**config.mk**
```make
export PLATFORM = sky130hd
export DESIGN_NAME = hazard_stall_controller
export DESIGN_NICKNAME = d
export VERILOG_FILES = /design/src/rtl/hazard_stall_controller.sv
export SDC_FILE = /design/constraint.sdc
export NUM_CORES = 1
export LEC_CHECK = 0
export ABC_AREA = 1
export CAP_MARGIN = 20
export CORE_UTILIZATION = 45
export DETAILED_ROUTE_END_ITERATION = 6
export PLACE_DENSITY = 0.78
export SETUP_SLACK_MARGIN = 0.4
export SLEW_MARGIN = 20
export SYNTH_ARGS = -nofsm -noshare
export SYNTH_HDL_FRONTEND = slang
export SYNTH_SLANG_ARGS = --single-unit
```
**constraint.sdc**
```tcl
create_clock -name clk_i -period 2.3 [get_ports clk_i]
set_input_delay 0.69 -clock clk_i [delete_from_list [all_inputs] [get_ports clk_i]]
set_output_delay 0.69 -clock clk_i [all_outputs]
set_load 0.02 [all_outputs]
```
**src/rtl/hazard_stall_controller.sv**
```systemverilog
// ID-stage hazard controller: load-use stalls, branch/jump flushes and, with MULT_STALL_EN
// defined, stalling for MultCycles-cycle MULT/DIV occupancy of EX.
module hazard_stall_controller #(
   parameter int unsigned MultCycles = 4
) (
   input  logic        clk_i,
   input  logic        rst_ni,
   input  logic [4:0]  id_rs_i,
   input  logic [4:0]  id_rt_i,
   input  logic        id_uses_rt_i,
   input  logic        ex_mem_read_i,
   input  logic [4:0]  ex_rt_i,
   input  logic        id_branch_taken_i,
   input  logic        id_jump_i,
   input  logic        id_is_mult_i,
   output logic        pc_enable_o,
   output logic        if_id_enable_o,
   output logic        if_id_flush_o,
   output logic        id_ex_bubble_o,
   output logic        busy_o,
   output logic [15:0] stall_count_o
);

   if (MultCycles < 1) begin : g_param_check
      $error("MultCycles must be at least 1");
   end

   localparam logic [15:0] StallMax = 16'hFFFF;

   logic        lu;
   logic        redirect;
   logic        pc_en;
   logic        ifid_en;
   logic        flush;
   logic        bubble;
   logic        busy;
   logic [15:0] stall_count_q, stall_count_d;

   // Register 0 is hardwired, so a load targeting it can never create a dependency.
   assign lu = ex_mem_read_i & (ex_rt_i != 5'd0) &
               ((ex_rt_i == id_rs_i) | (id_uses_rt_i & (ex_rt_i == id_rt_i)));
   assign redirect = id_branch_taken_i | id_jump_i;

`ifdef MULT_STALL_EN
   localparam int unsigned CntW = $clog2(MultCycles + 1);
   localparam logic [CntW-1:0] CntLoad = CntW'(MultCycles - 1);

   typedef enum logic [0:0] {StIdle, StMultBusy} state_e;

   state_e          state_q, state_d;
   logic [CntW-1:0] cnt_q, cnt_d;

   always_comb begin
      state_d = state_q;
      cnt_d   = cnt_q;
      pc_en   = 1'b1;
      ifid_en = 1'b1;
      flush   = 1'b0;
      bubble  = 1'b0;
      busy    = 1'b0;
      unique case (state_q)
         StMultBusy: begin
            pc_en   = 1'b0;
            ifid_en = 1'b0;
            bubble  = 1'b1;
            busy    = 1'b1;
            // Leaving on cnt<=1 also recovers from any corrupted count.
            if (cnt_q <= CntW'(1)) begin
               state_d = StIdle;
               cnt_d   = '0;
            end else begin
               cnt_d = cnt_q - CntW'(1);
            end
         end
         default: begin
            if (lu) begin
               pc_en   = 1'b0;
               ifid_en = 1'b0;
               bubble  = 1'b1;
            end else begin
               flush = redirect;
               // A redirect squashes the multiply's entry into the busy period.
               if (id_is_mult_i && !redirect && (MultCycles > 1)) begin
                  state_d = StMultBusy;
                  cnt_d   = CntLoad;
               end
            end
         end
      endcase
   end

   always_ff @(posedge clk_i or negedge rst_ni) begin
      if (!rst_ni) begin
         state_q       <= StIdle;
         cnt_q         <= '0;
         stall_count_q <= '0;
      end else begin
         state_q       <= state_d;
         cnt_q         <= cnt_d;
         stall_count_q <= stall_count_d;
      end
   end
`else
   logic unused_mult;
   assign unused_mult = id_is_mult_i;

   always_comb begin
      pc_en   = !lu;
      ifid_en = !lu;
      bubble  = lu;
      flush   = !lu & redirect;
      busy    = 1'b0;
   end

   always_ff @(posedge clk_i or negedge rst_ni) begin
      if (!rst_ni) begin
         stall_count_q <= '0;
      end else begin
         stall_count_q <= stall_count_d;
      end
   end
`endif

   always_comb begin
      stall_count_d = stall_count_q;
      if (!pc_en && (stall_count_q != StallMax)) begin
         stall_count_d = stall_count_q + 16'd1;
      end
   end

   // While reset is held the pipeline free-runs so the front end can flush itself.
   always_comb begin
      if (!rst_ni) begin
         pc_enable_o    = 1'b1;
         if_id_enable_o = 1'b1;
         if_id_flush_o  = 1'b0;
         id_ex_bubble_o = 1'b0;
         busy_o         = 1'b0;
      end else begin
         pc_enable_o    = pc_en;
         if_id_enable_o = ifid_en;
         if_id_flush_o  = flush;
         id_ex_bubble_o = bubble;
         busy_o         = busy;
      end
   end

   assign stall_count_o = stall_count_q;

`ifndef SYNTHESIS
   flush_advances: assert property (@(posedge clk_i) disable iff (!rst_ni)
      if_id_flush_o |-> (pc_enable_o && if_id_enable_o));
   busy_stalls: assert property (@(posedge clk_i) disable iff (!rst_ni)
      busy_o |-> (!pc_enable_o && id_ex_bubble_o));
   stall_consistent: assert property (@(posedge clk_i) disable iff (!rst_ni)
      (pc_enable_o == if_id_enable_o) && (pc_enable_o == !id_ex_bubble_o));
`endif

endmodule

```
==> impl_results.md <==
* Final Wtd Congestion at 0.881
* Drc violations at 0
* Worst slack at placement at -0.977 ns
* PortBufs at 40
* Clock Sinks at 16
* Via count at 1677
* Setup crit start kind: primary input
* DRT iter0 DRCs at 129
* Synth-to-Final Area Change at 59.1%
* R2r endpoint: stall_count_o[4]
* Total core area at 2760 um2
* Final TNS setup at -0.417 ns
* Full die area at 3150 um2
* Antenna violations before repair at 0
* Post-CTS Hold Buffers at 0
* Vias in the first global route at 1484
* CP endpoint kind: output pin
* Largest family of logic cells by synthesized area: simple AND/OR/NAND/NOR gates
* Reg2Reg Launch Point: stall_count_o[0]
* Critical path required time at 1.61 ns
* Synth Area in Adders at 0.00949
* Post-synthesis compound-gate area fraction at 0.0114
* Pwr Density at 393 nW/um2
* Final setup viols at 19
* Post-DP HPWL at 2.54 mm
* Hold Path Class: primary input to async pin
* Die H at between 50 and 60 um
* Final hold slack at 0.509 ns
* Xor-xnor portion of the synthesized cell area at 0.0531
* Post-synth EDFFs at 0
* Final nets at slightly below 300
* Pin count of the biggest net entering global routing at 19
* CTS tree: done
* CTS max path bufs at 2
* CTS root buf: clkbuf_4
* Count leader, synth: nand2_1
* Clock Latency Late Sink at 0.30 ns
* 1st-pass router iterations at 4
* PnR worst setup slack at -0.0825 ns
* Avg Inst Size Synth at 6.31 um2
* Violated checks: negative setup slack
* Final critical-path required period at 2.38 ns
* R2R cell count at 7
* Crit Path Max Fanout at 3
* Post-Synth Simple-Gate Area at 0.515
* DR WL/cell at 14.6 um
* Global Route Usage Sum at 0.260
* Clk_skew at approximately 0.0036 ns
* Final core utilization at 0.761
* Pleak at between 1 and 1.5 nW
* Post-route ant nets at 0
* H-tree Lvls at 1
* Peak VDD IR at 0.335 mV
* Synth cell count leaders: nand2_1, nand4_1, nor2_1, inv_1, dfrtp_1
* Fmax at 420 MHz
* Placed insts at 285
* Largest register FFs at 16
* Clock slew at reported path FFs at 0.10 ns
* Post-synthesis mux area share at 0
* Synthesized cell area at 1320 um2
* Tcrit/Tclk final at 1.04
* Post-DR vias/cell at 5.57
* Crit path DAT at roughly 1.7 ns
* Layout cell share with drive strength beyond 1 at 0.374
* MaxCap Viol Count at 0
* Remaining Overflow, GRT at 0
* Row cnt at 19
* Inserted Diodes at 0
* Cells after Synth at 209
* Post-Syn Nets at 232
* Cell taking the most area after synthesis: dfrtp_1
* Top cell type's share of synthesized area at 0.304
* First-pass GRT wire length at 6.53 mm
* Drt total wl at 4.40 mm
* Unique masters post-synth at 25
* Critical path class: primary input to output pin
* Fillcell total at around 220
* Max-slew violation count at 0
* Die width at 56.1 um
* Starting Density at 0.478
* Final Hold Fails at 0
* Top FF cell, synth: dfrtp_1
* Top cells by area, synth: dfrtp_1, nand2_1, nand4_1
* Synthesis Warnings at 0
* Status: finished, violations left
* Sequential share of the synthesized area at 0.304
* Unrepaired setup endpoints after global routing: true
* CTS Buf Count at 3
* R2r setup slk at 0.39 ns
* Top Ports at 43
* Flops & latches, synth at 16
* Post-Layout Cell Count at 301
* Post-synthesis async set-or-reset flop share at 1.00
[metrics by stage]
step           instance area [um2]  power, mW
2_1_floorplan                 1350      0.458
3_3_place_gp                  1820      0.581
3_5_place_dp                  1820      0.585
4_1_cts                       1960      0.784
5_1_grt                       2100      0.865
6_report                      2100      0.825
[metal layers]
metal,global-route usage,routed length (um)
met1,0.326,1660
met2,0.427,2240
met3,0.0395,332
met4,0.139,172
met5,0,0
[report_power, final]
part / internal (mW) / total, mW / leakage (nW) / switching, mW
logic: 0.129 / 0.278 / 0.860 / 0.149
registers: 0.304 / 0.345 / 0.218 / 0.0410
clock network: 0.0968 / 0.202 / 0.0210 / 0.106
[placed cells by master (no fill, tap or decap), drive strengths merged, types with 2 or more instances in the layout]
cell / n
nand2: 89
buf: 41
inv: 24
nand4: 23
nor2: 23
dlygate4sd2: 18
dfrtp: 16
nand3: 13
xnor2: 5
clkbuf: 4
xor2: 3
clkdlybuf4s50: 2
nor3: 2
o21ai: 2
[how the worst max path moves through the flow]
stage               start              to  slack [ns]
6_report       id_rs_i[1]  id_ex_bubble_o       -0.08
5_1_grt        ex_rt_i[0]  id_ex_bubble_o       -0.15
4_1_cts        id_rt_i[2]  id_ex_bubble_o        0.02
3_5_place_dp   ex_rt_i[1]  id_ex_bubble_o       -0.98
3_3_place_gp   ex_rt_i[1]  id_ex_bubble_o       -0.95
2_1_floorplan  id_rs_i[1]     pc_enable_o        0.14
[cell type report]
| cell class | count | area, um2 | share of cell area |
|---|---|---|---|
| Multi-Input combinational cell | 163 | 916 | 0.436 |
| Timing Repair Buffer | 62 | 591 | 0.281 |
| Sequential cell | 16 | 402 | 0.191 |
| Inverter | 25 | 115 | 0.0549 |
| Tap cell | 31 | 38.8 | 0.0185 |
| Clock buffer | 4 | 36.3 | 0.0173 |
[cell families after synthesis]
group,count (synthesis)
other,1
adder cells (fa/ha/maj),1
AND/OR/NAND/NOR,149
flip-flops,16
AO/OA/AOI/OAI,3
buffers and inverters,31
XOR/XNOR,8
[what timing repair did]
item                                    CTS  global route
cloned                                    2             0
resized for setup                       135            41
buffers inserted                          8             2
endpoints found under the setup margin   36            20
pin swaps                                26            17
endpoints found under the hold margin     0             0
[worst max-delay path, cell delays in order]
cell     delay [ns]
buf_8          0.09
inv_8          0.03
nand2_2        0.07
nand2_2        0.05
nor2_2         0.12
nand3_2        0.15
a21oi_4        0.22
nand2_2        0.11
inv_2          0.06
buf_6          0.10
No activity file was read; power rests on OpenSTA's default activity.
